--- config.mk ---
export PLATFORM = sky130hd
export DESIGN_NAME = serial_add_ctrl_flat
export DESIGN_NICKNAME = d
export VERILOG_FILES = /design/src/rtl/serial_add_ctrl_if.sv /design/src/rtl/serial_add_ctrl.sv /design/src/flat_wrapper.sv
export SDC_FILE = /design/constraint.sdc
export NUM_CORES = 1
export LEC_CHECK = 0
export ABC_AREA = 1
export CAP_MARGIN = 20
export CORE_ASPECT_RATIO = 1.75
export CORE_MARGIN = 2
export CORE_UTILIZATION = 35
export CTS_BUF_LIST = sky130_fd_sc_hd__clkbuf_8
export CTS_CLUSTER_DIAMETER = 50
export DETAILED_ROUTE_END_ITERATION = 16
export DONT_BUFFER_PORTS = 1
export GPL_TIMING_DRIVEN = 0
export PLACE_DENSITY = 0.52
export SYNTH_ARGS = -nofsm -noshare
export SYNTH_HDL_FRONTEND = slang
export SYNTH_SLANG_ARGS = --single-unit
--- constraint.sdc ---
create_clock -name clk -period 1.2 [get_ports clk]
set_input_delay 0.36 -clock clk [delete_from_list [all_inputs] [get_ports clk]]
set_output_delay 0.36 -clock clk [all_outputs]
set_load 0.005 [all_outputs]
--- src/rtl/serial_add_ctrl_if.sv ---
// Start/done handshake and operand/result bus of the bit-serial add/subtract sequencer.
interface serial_add_ctrl_if #(
  parameter int unsigned WIDTH = 8
) ();

  logic             start;
  logic [WIDTH-1:0] a;
  logic [WIDTH-1:0] b;
  logic             sub;
  logic             ready;
  logic             busy;
  logic             done;
  logic [WIDTH-1:0] result;
  logic             cout;
  logic             overflow;

  // Requester side: issues operations and observes completion
  modport master (
    output start, a, b, sub,
    input  ready, busy, done, result, cout, overflow
  );

  // Engine side: accepts operations and reports results
  modport slave (
    input  start, a, b, sub,
    output ready, busy, done, result, cout, overflow
  );

endinterface

--- src/rtl/serial_add_ctrl.sv ---
// Bit-serial add/subtract sequencer: one shared full-adder cell, LSB first,
// one bit per clock, WIDTH+2 cycles per operation including IDLE and DONE.
module serial_add_ctrl #(
  parameter int unsigned WIDTH = 8
) (
  input logic               clk,
  input logic               rst_n,
  serial_add_ctrl_if.slave  bus
);

  localparam int unsigned CNT_W = (WIDTH > 1) ? $clog2(WIDTH) : 1;

  typedef enum logic [1:0] {
    IDLE = 2'd0,
    RUN  = 2'd1,
    DONE = 2'd2
  } state_t;

  state_t           state;
  logic [WIDTH-1:0] a_sr;
  logic [WIDTH-1:0] b_sr;
  logic [WIDTH-1:0] r_sr;
  logic             carry;
  logic [CNT_W-1:0] cnt;

  logic             ready;
  logic             busy;
  logic             done;
  logic [WIDTH-1:0] result;
  logic             cout;
  logic             overflow;

  logic             sum_bit;
  logic             cell_cout;
  logic [WIDTH-1:0] r_next;

  // Shared 1-bit full-adder cell and the result register after this cycle's shift
  assign sum_bit   = a_sr[0] ^ b_sr[0] ^ carry;
  assign cell_cout = (a_sr[0] & b_sr[0]) | (carry & (a_sr[0] ^ b_sr[0]));
  assign r_next    = {sum_bit, r_sr[WIDTH-1:1]};

  // Sequencer: state, datapath registers and registered handshake/result outputs
  always_ff @(posedge clk) begin
    if (!rst_n) begin
      state    <= IDLE;
      a_sr     <= '0;
      b_sr     <= '0;
      r_sr     <= '0;
      carry    <= 1'b0;
      cnt      <= '0;
      ready    <= 1'b1;
      busy     <= 1'b0;
      done     <= 1'b0;
      result   <= '0;
      cout     <= 1'b0;
      overflow <= 1'b0;
    end else begin
      case (state)
        IDLE: begin
          if (bus.start) begin
            // Subtraction is A + ~B + 1: invert B and seed the carry with 1
            a_sr  <= bus.a;
            b_sr  <= bus.sub ? ~bus.b : bus.b;
            carry <= bus.sub;
            cnt   <= '0;
            state <= RUN;
            ready <= 1'b0;
            busy  <= 1'b1;
          end
        end
        RUN: begin
          a_sr  <= {1'b0, a_sr[WIDTH-1:1]};
          b_sr  <= {1'b0, b_sr[WIDTH-1:1]};
          r_sr  <= r_next;
          carry <= cell_cout;
          cnt   <= cnt + CNT_W'(1);
          if (cnt == CNT_W'(WIDTH - 1)) begin
            // Last bit: carry flop still holds the carry into the MSB
            state    <= DONE;
            busy     <= 1'b0;
            done     <= 1'b1;
            result   <= r_next;
            cout     <= cell_cout;
            overflow <= carry ^ cell_cout;
          end
        end
        DONE: begin
          state <= IDLE;
          done  <= 1'b0;
          ready <= 1'b1;
        end
        default: begin
          state <= IDLE;
          ready <= 1'b1;
          busy  <= 1'b0;
          done  <= 1'b0;
        end
      endcase
    end
  end

  assign bus.ready    = ready;
  assign bus.busy     = busy;
  assign bus.done     = done;
  assign bus.result   = result;
  assign bus.cout     = cout;
  assign bus.overflow = overflow;

endmodule
--- src/flat_wrapper.sv ---
// flat-port wrapper written by rule: the top's interface ports become plain ports
module serial_add_ctrl_flat 
#(
  parameter int unsigned WIDTH = 8
)
  (clk, rst_n, bus_start, bus_a, bus_b, bus_sub, bus_ready, bus_busy, bus_done, bus_result, bus_cout, bus_overflow);
  serial_add_ctrl_if #(.WIDTH(WIDTH)) bus_i ();
  input logic clk;
  input logic rst_n;
  input wire logic [$bits(bus_i.start)-1:0] bus_start;
  input wire logic [$bits(bus_i.a)-1:0] bus_a;
  input wire logic [$bits(bus_i.b)-1:0] bus_b;
  input wire logic [$bits(bus_i.sub)-1:0] bus_sub;
  output wire logic [$bits(bus_i.ready)-1:0] bus_ready;
  output wire logic [$bits(bus_i.busy)-1:0] bus_busy;
  output wire logic [$bits(bus_i.done)-1:0] bus_done;
  output wire logic [$bits(bus_i.result)-1:0] bus_result;
  output wire logic [$bits(bus_i.cout)-1:0] bus_cout;
  output wire logic [$bits(bus_i.overflow)-1:0] bus_overflow;
  assign bus_i.start = bus_start;
  assign bus_i.a = bus_a;
  assign bus_i.b = bus_b;
  assign bus_i.sub = bus_sub;
  assign bus_ready = bus_i.ready;
  assign bus_busy = bus_i.busy;
  assign bus_done = bus_i.done;
  assign bus_result = bus_i.result;
  assign bus_cout = bus_i.cout;
  assign bus_overflow = bus_i.overflow;
  serial_add_ctrl #(.WIDTH(WIDTH)) u_core (.clk(clk), .rst_n(rst_n), .bus(bus_i));
endmodule
* After elaboration in Yosys (flattened, before gate mapping) *
Index checks and enable logic that the tools add are counted.

operators by class
  $add $sub $neg = 1
  equal/unequal tests = 5
  muxes and demuxes = 19
  bitwise gates (word level) = 10
  reductions and logical operators = 8

operators by type and width
  kind                                                                     number
  8-bit case mux with 2 select lines                                       2
  8-bit 2-to-1 mux                                                         3
  2-bit AND reduction                                                      5
  8-bit inverter                                                           1
  1-bit case mux with 2 select lines                                       3
  3-bit case mux with 2 select lines                                       1
  1-bit 2-to-1 mux                                                         5
  2-bit 2-to-1 mux                                                         2
  2-bit case mux with 2 select lines                                       1
  3-bit by 1-bit adder with 3-bit output, second input constant            1
  3-bit equality test, second input constant                               1
  3-bit 2-to-1 mux                                                         1
  1-bit inverter                                                           3
  1-bit case mux with 3 select lines                                       1
  3-bit AND reduction                                                      1
  1-bit XOR                                                                3
  1-bit bitwise AND                                                        2
  2-bit by 1-bit equality test with 1-bit output, second input constant    1
  2-bit equality test, second input constant                               1
  2-bit logical NOT                                                        1
  2-bit by 1-bit inequality test with 1-bit output, second input constant  1
  2-bit inequality test, second input constant                             1
  2-bit nonzero test                                                       1
  1-bit bitwise OR                                                         1

storage, ports and cells
  register bits after elaboration = 43
  bits of input ports = 20
  logic and storage cells = 55

* Depth between registers and ports, before layout *
Gate-level depths: netlist of run 1.

  depth in word-level cells = 4
  mapped depth = 8
  mapped depth without buffers = 8

* Worst setup path after synthesis of run 1 *
No wires, ideal clock.

  kind = register -> register
  start point = reg u_core.carry
  end point = reg u_core.overflow (netlist: u_core.bus.overflow)
  library setup time = 0.116 ns
  arrival = 1.071 ns
  data required time = 1.084 ns
  slack = 0.014 ns
  stages on the path, launching flop included = 5
  buffers on the path = 0
  period minus slack after synthesis = 1.186 ns
  cell sequence = dfxtp_1 -> fa_1 -> xor2_1 -> nor2_1 -> nor2_1

on the way
  word-level cells in the longest chain between the ends = 3

ends and longest elaborated chain
  item                    line                   source
  start, declared         serial_add_ctrl.sv:23  logic carry;
  start signal, assigned  serial_add_ctrl.sv:64  carry <= bus.sub;
  start signal, assigned  serial_add_ctrl.sv:75  carry <= cell_cout;
  1-bit bitwise AND       serial_add_ctrl.sv:39  assign cell_cout = (a_sr[0] & b_sr[0]) | (carry & (a_sr[0] ^ b_sr[0]));
  1-bit bitwise OR        serial_add_ctrl.sv:39
  net u_core.cell_cout    serial_add_ctrl.sv:34  logic cell_cout;
  1-bit XOR               serial_add_ctrl.sv:84  overflow <= carry ^ cell_cout;
  end signal, assigned    serial_add_ctrl.sv:84
  end, declared           serial_add_ctrl.sv:31  logic overflow;

The timed path passes the listed nets, and every way through them passes these cells.
A chain may end at the register's enable or synchronous reset.

* Worst setup path after layout of run 1 *
  start point = reg u_core.cnt[1]
  end point = reg u_core.overflow (netlist: u_core.bus.overflow)

on the way
  word-level cells in the longest chain between the ends = 2

ends and longest elaborated chain
  item                                  line                   source
  start, declared                       serial_add_ctrl.sv:24  logic [CNT_W-1:0] cnt;
  start signal, assigned                serial_add_ctrl.sv:76  cnt <= cnt + CNT_W'(1);
  3-bit equality test                   serial_add_ctrl.sv:77  if (cnt == CNT_W'(WIDTH - 1)) begin
  2-bit AND reduction (no source line)  -

No other way between the ends.

==> results of run 1 <==
==> registers in the layout, indices dropped and copies added, names as in the netlist <==
signal,count
u_core.bus.done,1
u_core.bus.overflow,1
u_core.b_sr,8
u_core.bus.cout,1
u_core.r_sr,7
u_core.bus.result,8
u_core.bus.ready,1
u_core.state,2
u_core.carry,1
u_core.a_sr,8
u_core.bus.busy,1
u_core.cnt,3
==> report_power, final <==
part | leakage (nW) | internal, mW | switching [mW]
Sequential | 0.346 | 1.46 | 0.0503
Combinational | 0.637 | 0.164 | 0.230
Clock | 0.0714 | 0.888 | 0.505
==> synthesized netlist by cell type (2+ instances only) <==
master / number
nor2_1: 66
nand2_1: 65
dfxtp_1: 42
nand3_1: 22
inv_1: 21
o21ai_0: 9
a21oi_1: 7
o21ai_1: 6
buf_6: 4
inv_2: 4
buf_2: 3
nor2_4: 3
a211oi_1: 2
a21oi_2: 2
clkbuf_1: 2
ha_1: 2
nand2_2: 2
nand3_2: 2
xor2_1: 2
==> stage by stage <==
step	setup slack [ns]	TNS (ns)	hold WS, ns	util [%]	instances
6_report	-0.00733	-0.00786	0.220	43.2	341
5_1_grt	-0.0719	-0.656	0.227	43.2	341
4_1_cts	0.00679	0	0.212	41.6	338
3_5_place_dp	-0.212	-5.10	0.457	37.5	326
3_3_place_gp	-0.221	-5.04	0.452	37.5	326
2_1_floorplan	0.0135	0	0.435	-	271
==> timing repair <==
item	4_1_cts	5_1_grt
cloned	0	1
endpoints found under the setup margin	40	34
resized for setup	21	15
setup buffers	4	2
pin swaps	2	6
==> worst max path at each step <==
stage	to	depth (start not counted)	slack [ns]
finish	u_core.bus.overflow$_SDFFE_PN0P_	7	-0.007
global route	u_core.bus.result[7]$_SDFFE_PN0P_	7	-0.07
CTS	u_core.bus.cout$_SDFFE_PN0P_	8	0.007
detailed placement	u_core.bus.cout$_SDFFE_PN0P_	8	-0.21
global placement	u_core.bus.cout$_SDFFE_PN0P_	8	-0.22
floorplan	u_core.bus.overflow$_SDFFE_PN0P_	4	0.01
==> routing by layer <==
layer	track usage, %	part of all wire (%)	up-vias
met4	7.69	2.2	0
met3	4.09	5.0	6
met5	0	0	-
li1	-	-	872
met2	27.3	51	38
met1	15.7	41	717
==> layout make-up <==
cell class	instances	share of cell area [%]
Tap cell	55	3.03
Clock inverter	2	2.64
Buffer	11	4.13
Timing Repair Buffer	7	3.25
Clock buffer	6	3.63
Sequential cell	42	37.6
Inverter	25	4.46
Multi-Input combinational cell	193	41.3
==> worst max-delay path, delay by kind of cell, from the launching register on <==
kind / cells / cell delay (ns)
simple gates: 2 / 0.29
buf+inv: 2 / 0.19
compound gates: 1 / 0.05
flops: 1 / 0.36
fa+ha+maj: 2 / 0.27
==> cell families (layout without fill, tap and decap cells) <==
group,Yosys count,in the layout
fa+ha+maj,3,3
simple gates,162,162
buf+inv,36,51
compound gates,26,26
xor+xnor,2,2
flops,42,42
==> results.md, run 1 <==
* Status: complete, but fails checks
* Violated checks: negative setup slack
* Pre-antenna DRT Iters at 4
* Hold Crit Depth at 2
* Hold crit path type: in -> reg
* Largest net degree at the start of global routing at 14
* MaxCap Viol Count at 0
* PnR Total Power at 3.30 mW
* Vias in the first global route at 1,601
* CTS root buf: clkbuf_8
* Finish-stage setup viols at 2
* Leakage at 1.06 nW
* Ys async rst share at 0%
* First-pass GRT wire length at between 6 and 7 mm
* Mux share of post-synthesis cell area at 0%
* Drt drc at 0
* Yosys top cell area share at between 40% and 50%
* VDD IR max at between 0.7 and 0.8 mV
* Num CTS Buffers at 5
* Syn-to-layout area delta at 19.4%
* Post-Syn Nets at 294
* Main synth FF type: dfxtp_1
* Synth Instances at around 270
* Ys Warns at 0
* Die Area at slightly above 0.006 mm²
* Post-Synth Adder-Cell Area at 2.37%
* Largest area contributor in the netlist: dfxtp_1
* Slew headroom at 63.1%
* Distinct cells, synth at 24
* Worst reg2reg setup slack at -0.007 ns
* Final worst slack at -0.00733 ns
* Post-route ant nets at 0
* Post-DP HPWL at 2.97 mm
* Antenna Cells at 0
* Sequential element share of the synthesized area at 44.2%
* DP Area at 0.00197 mm²
* Final nets at between 300 and 400
* Wire per inst at 12.5 µm
* Aggregate global routing overflow at 0
* Clock transition at the registers of the reported paths at 0.08 ns
* Area occupied by multi-input gates at 938 µm²
* Port-buffer cells at 0
* Post-synthesis compound-gate area fraction at approximately 7.5%
* Most used cell, CP: ha_4
* Initial antenna violation count at 0
* Hold_buf cts at 0
* Crit share post-route at 101%
* Routability cong. at between 0.8 and 0.9
* R2r startpoint: u_core.cnt[1]$_SDFFE_PN0P_
* Largest stage delay, worst path at around 0.36 ns
* Filler instances at 550
* Top post-synthesis cells by area: dfxtp_1, nor2_1, nand2_1
* FF-to-FF End: u_core.bus.overflow$_SDFFE_PN0P_
* Mapped Area at 0.00190 mm²
* Crit Path Class: reg -> reg
* Maximum clock frequency at 828 MHz
* Vias at 1,633
* Yosys reg bits at 42
* Reg2reg path depth at 7
* Worst-Margin Slew at approximately 0.55 ns
* Clock Path Buffers at 2
* PD cells at 1450 mW/mm²
* Chip width at 59.7 µm
* Worst-Skew Late Latency at 0.30 ns
* Xor-xnor portion of the synthesized cell area at less than 1%
* Final setup skew at just over 0.01 ns
* Gr usage total at 15.3%
* Fin crit period at 1.21 ns
* Num ports at 33
* Clock sink total at 42
* Initial DRC count at 77
* Commonest non-fill, non-tap cells in the layout: nor2_1, nand2_1, dfxtp_1
* H-tree Lvls at 2
* Required time worst endpoint at 1.44 ns
* DRT Wirelength at 4.26 mm
* Slowest stage cell, crit path: dfxtp_2
* TritonCTS clock tree: built
* Mean Syn Cell Area at between 7 and 8 µm²
* CP startpoint: u_core.cnt[1]$_SDFFE_PN0P_
* Worst setup SP type: register
* Vias per cell at 4.79
* Crit end category: register
* Worst Hold Launch: bus_a[7]
* Initial core utilization at 36.2%
* Chip height at 102 µm
* Hold Fails Final Rpt at 0
* Sequential cell area at between 800 and 900 µm²
* Pins Over Slew Limit at 0
* Commonest non-fill, non-tap cell in the layout: nor2_1
* Largest family of logic cells by synthesized area: simple AND/OR/NAND/NOR gates
* Arrival time worst endpoint at 1.45 ns
* Final instance area at 0.00227 mm²
* RSZ-0062 raised after global routing: true
* Synth Area in Simple Gates at 36.0%
* Layout cells sized above 1 at 18.2%
* Placement Rows at 35
* Critical path cell sequence: ha_4 > ha_4 > inv_4 > nor2_4 > buf_6 > o21ai_1 > nor2_1
* Post-synth EDFFs at 0
* Hold worst-path end: u_core.a_sr[7]$_SDFFE_PN0P_
* Core Box Area at ~0.0053 mm²
* Critical Path Fanout Max at 5
No activity file was read; power rests on OpenSTA's default activity.
==> run 2, diff against run 1 <==
Settings changed: CORE_ASPECT_RATIO 1.75 to unset.
==> results.md, run 2 (synthesized netlist as in run 1, its figures left out) <==
* Status: complete, but fails checks (unchanged)
* Violated checks: negative setup slack (unchanged)
* Wire per inst at 11.4 µm (was 12.5 µm)
* Hold crit path type: in -> reg (unchanged)
* Clock Path Buffers at 2 (unchanged)
* Worst-Skew Late Latency at 0.29 ns (was 0.30 ns)
* Final nets at 307 (was 308)
* CTS root buf: clkbuf_8 (unchanged)
* Pre-CTS setup slack at -0.229 ns (was -0.212 ns)
* Worst setup SP type: register (unchanged)
* Commonest non-fill, non-tap cells in the layout: nor2_1, nand2_1, dfxtp_1 (unchanged)
* CP startpoint: u_core.cnt[1]$_SDFFE_PN0P_ (unchanged)
* MaxCap Viol Count at 0 (unchanged)
* FF-to-FF End: u_core.bus.result[6]$_SDFFE_PN0P_ (was u_core.bus.overflow$_SDFFE_PN0P_)
* Chip height at 77.7 µm (was 102 µm)
* Filler instances at 550 (unchanged)
* Initial antenna violation count at 0 (unchanged)
* Crit Path Class: reg -> reg (unchanged)
* H-tree Lvls at 2 (unchanged)
* Required time worst endpoint at 1.44 ns (about the same)
* Clock sink total at 42 (unchanged)
* Fin crit period at 1.24 ns (was 1.21 ns)
* Finish-stage setup viols at 10 (was 2)
* Worst-Margin Slew at 0.538 ns (was 0.554 ns)
* Num CTS Buffers at 5 (unchanged)
* Worst reg2reg setup slack at -0.04 ns (was -0.007 ns)
* Vias in the first global route at 1,460 (was 1,601)
* PD cells at 1270 mW/mm² (was 1450 mW/mm²)
* Critical Path Fanout Max at 7 (was 5)
* Layout cells sized above 1 at 20.4% (was 18.2%)
* Reg2reg path depth at 7 (unchanged)
* VDD IR max at 0.473 mV (was 0.720 mV)
* Port-buffer cells at 0 (unchanged)
* Most used cell, CP: ha_4 (unchanged)
* Hold Fails Final Rpt at 0 (unchanged)
* Vias per cell at 4.51 (was 4.79)
* Crit end category: register (unchanged)
* WHS at 0.213 ns (was 0.220 ns)
* Clock transition at the registers of the reported paths at 0.09 ns (was 0.08 ns)
* Pre-antenna DRT Iters at 4 (unchanged)
* Largest stage delay, worst path at 0.36 ns (about the same)
* Largest registers: u_core.a_sr (8), u_core.b_sr (8), u_core.bus.result (8) (unchanged)
* Cell family with most CP delay: flip-flops (unchanged)
* First-pass GRT wire length at 6.80 mm (was 6.94 mm)
* Critical path cell sequence: ha_4 > ha_4 > inv_4 > nor2_4 > buf_12 > o21ai_2 > nor2_1 (was ha_4 > ha_4 > inv_4 > nor2_4 > buf_6 > o21ai_1 > nor2_1)
* Pins Over Slew Limit at 0 (unchanged)
* Gr usage total at 14.3% (was 15.3%)
* Crit share post-route at 104% (was 101%)
* Num ports at 33 (unchanged)
* Final setup skew at 0.00659 ns (was 0.0101 ns)
* Worst setup endpoint: u_core.bus.result[6]$_SDFFE_PN0P_ (was u_core.bus.overflow$_SDFFE_PN0P_)
* Commonest non-fill, non-tap cell in the layout: nor2_1 (unchanged)
* Slowest stage cell, crit path: dfxtp_2 (unchanged)
* Buf/Inv on CP at 2 (unchanged)
* Antenna Cells at 0 (unchanged)
* Chip width at 77.7 µm (was 59.7 µm)
* TritonCTS clock tree: built (unchanged)
* Slew headroom at 64.1% (was 63.1%)
* Placement Rows at 26 (was 35)
* Syn-to-layout area delta at 17.9% (was 19.4%)
* Drt drc at 0 (unchanged)
* DRT Wirelength at 4.06 mm (was 4.26 mm)
* Arrival time worst endpoint at 1.48 ns (was 1.45 ns)
* Largest net degree at the start of global routing at 16 (was 14)
* Leakage at 1.02 nW (was 1.06 nW)
* RSZ-0062 raised after global routing: true (unchanged)
* Maximum clock frequency at 805 MHz (was 828 MHz)
* Die Area at 0.00604 mm² (was 0.00607 mm²)
* Aggregate global routing overflow at 0 (unchanged)
* Stages on worst setup path at 7 (unchanged)
* PnR Total Power at 2.85 mW (was 3.30 mW)
* Hold_buf cts at 0 (unchanged)
* Initial DRC count at 39 (was 77)
* R2r startpoint: u_core.cnt[1]$_SDFFE_PN0P_ (unchanged)
* Core Box Area at 0.00517 mm² (was 0.00526 mm²)
* Final worst slack at -0.0421 ns (was -0.00733 ns)
* Vias at 1,601 (was 1,633)
* Post-route ant nets at 0 (unchanged)
* Post-DP HPWL at 2.89 mm (was 2.97 mm)
* Routability cong. at 0.741 (was 0.803)
* Initial core utilization at 36.8% (was 36.2%)
-- run 2: how the worst min path moves through the flow --
stage | start | to | slack [ns] | cells past startpoint
6_report | bus_a[7] | u_core.a_sr[7]$_SDFFE_PN0P_ | 0.21 | 2
5_1_grt | bus_a[7] | u_core.a_sr[7]$_SDFFE_PN0P_ | 0.21 | 2
4_1_cts | bus_a[7] | u_core.a_sr[7]$_SDFFE_PN0P_ | 0.20 | 2
3_5_place_dp | u_core.cnt[0]$_SDFFE_PN0P_ | u_core.cnt[0]$_SDFFE_PN0P_ | 0.46 | 1
3_3_place_gp | u_core.cnt[0]$_SDFFE_PN0P_ | u_core.cnt[0]$_SDFFE_PN0P_ | 0.45 | 1
2_1_floorplan | u_core.cnt[0]$_SDFFE_PN0P_ | u_core.cnt[0]$_SDFFE_PN0P_ | 0.43 | 1
-- run 2: final cells by class --
type / instances / area, µm² / share of cell area, %
Buffer: 11 / 86.3 / 3.85
Inverter: 25 / 98.8 / 4.41
Multi-Input combinational cell: 193 / 952 / 42.4
Sequential cell: 42 / 855 / 38.1
Clock buffer: 5 / 68.8 / 3.07
Timing Repair Buffer: 6 / 70.1 / 3.12
Tap cell: 70 / 87.6 / 3.90
Clock inverter: 3 / 25.0 / 1.12
-- run 2: metal layers --
| layer | global-route usage [%] | part of all wire, % |
|---|---|---|
| met2 | 23.1 | 47 |
| met5 | 0 | 0 |
| met4 | 4.29 | 0.84 |
| met1 | 18.1 | 47 |
| met3 | 4.53 | 5.8 |
-- run 2: stage by stage --
| step | area, µm² | cells | utilization, % | TNS, ns |
|---|---|---|---|---|
| 6_report | 2240 | 355 | 43.4 | -0.214 |
| 2_1_floorplan | 1900 | 271 | - | 0 |
| 3_5_place_dp | 1990 | 341 | 38.5 | -5.46 |
| 5_1_grt | 2240 | 355 | 43.4 | -1.03 |
| 4_1_cts | 2160 | 352 | 41.8 | -0.109 |
| 3_3_place_gp | 1990 | 341 | 38.5 | -5.17 |
-- run 2: repair_timing --
item / in CTS / in global routing
pin swaps: 2 / 11
gates resized for setup: 18 / 20
endpoints found under the setup margin: 38 / 36
buffers inserted: 3 / 3
-- run 2: power by group --
group          total (mW)  internal (mW)  switching (mW)  leakage [nW]
Sequential           1.52           1.47          0.0502         0.347
Clock               0.947          0.420           0.527        0.0447
Combinational       0.383          0.159           0.224         0.626
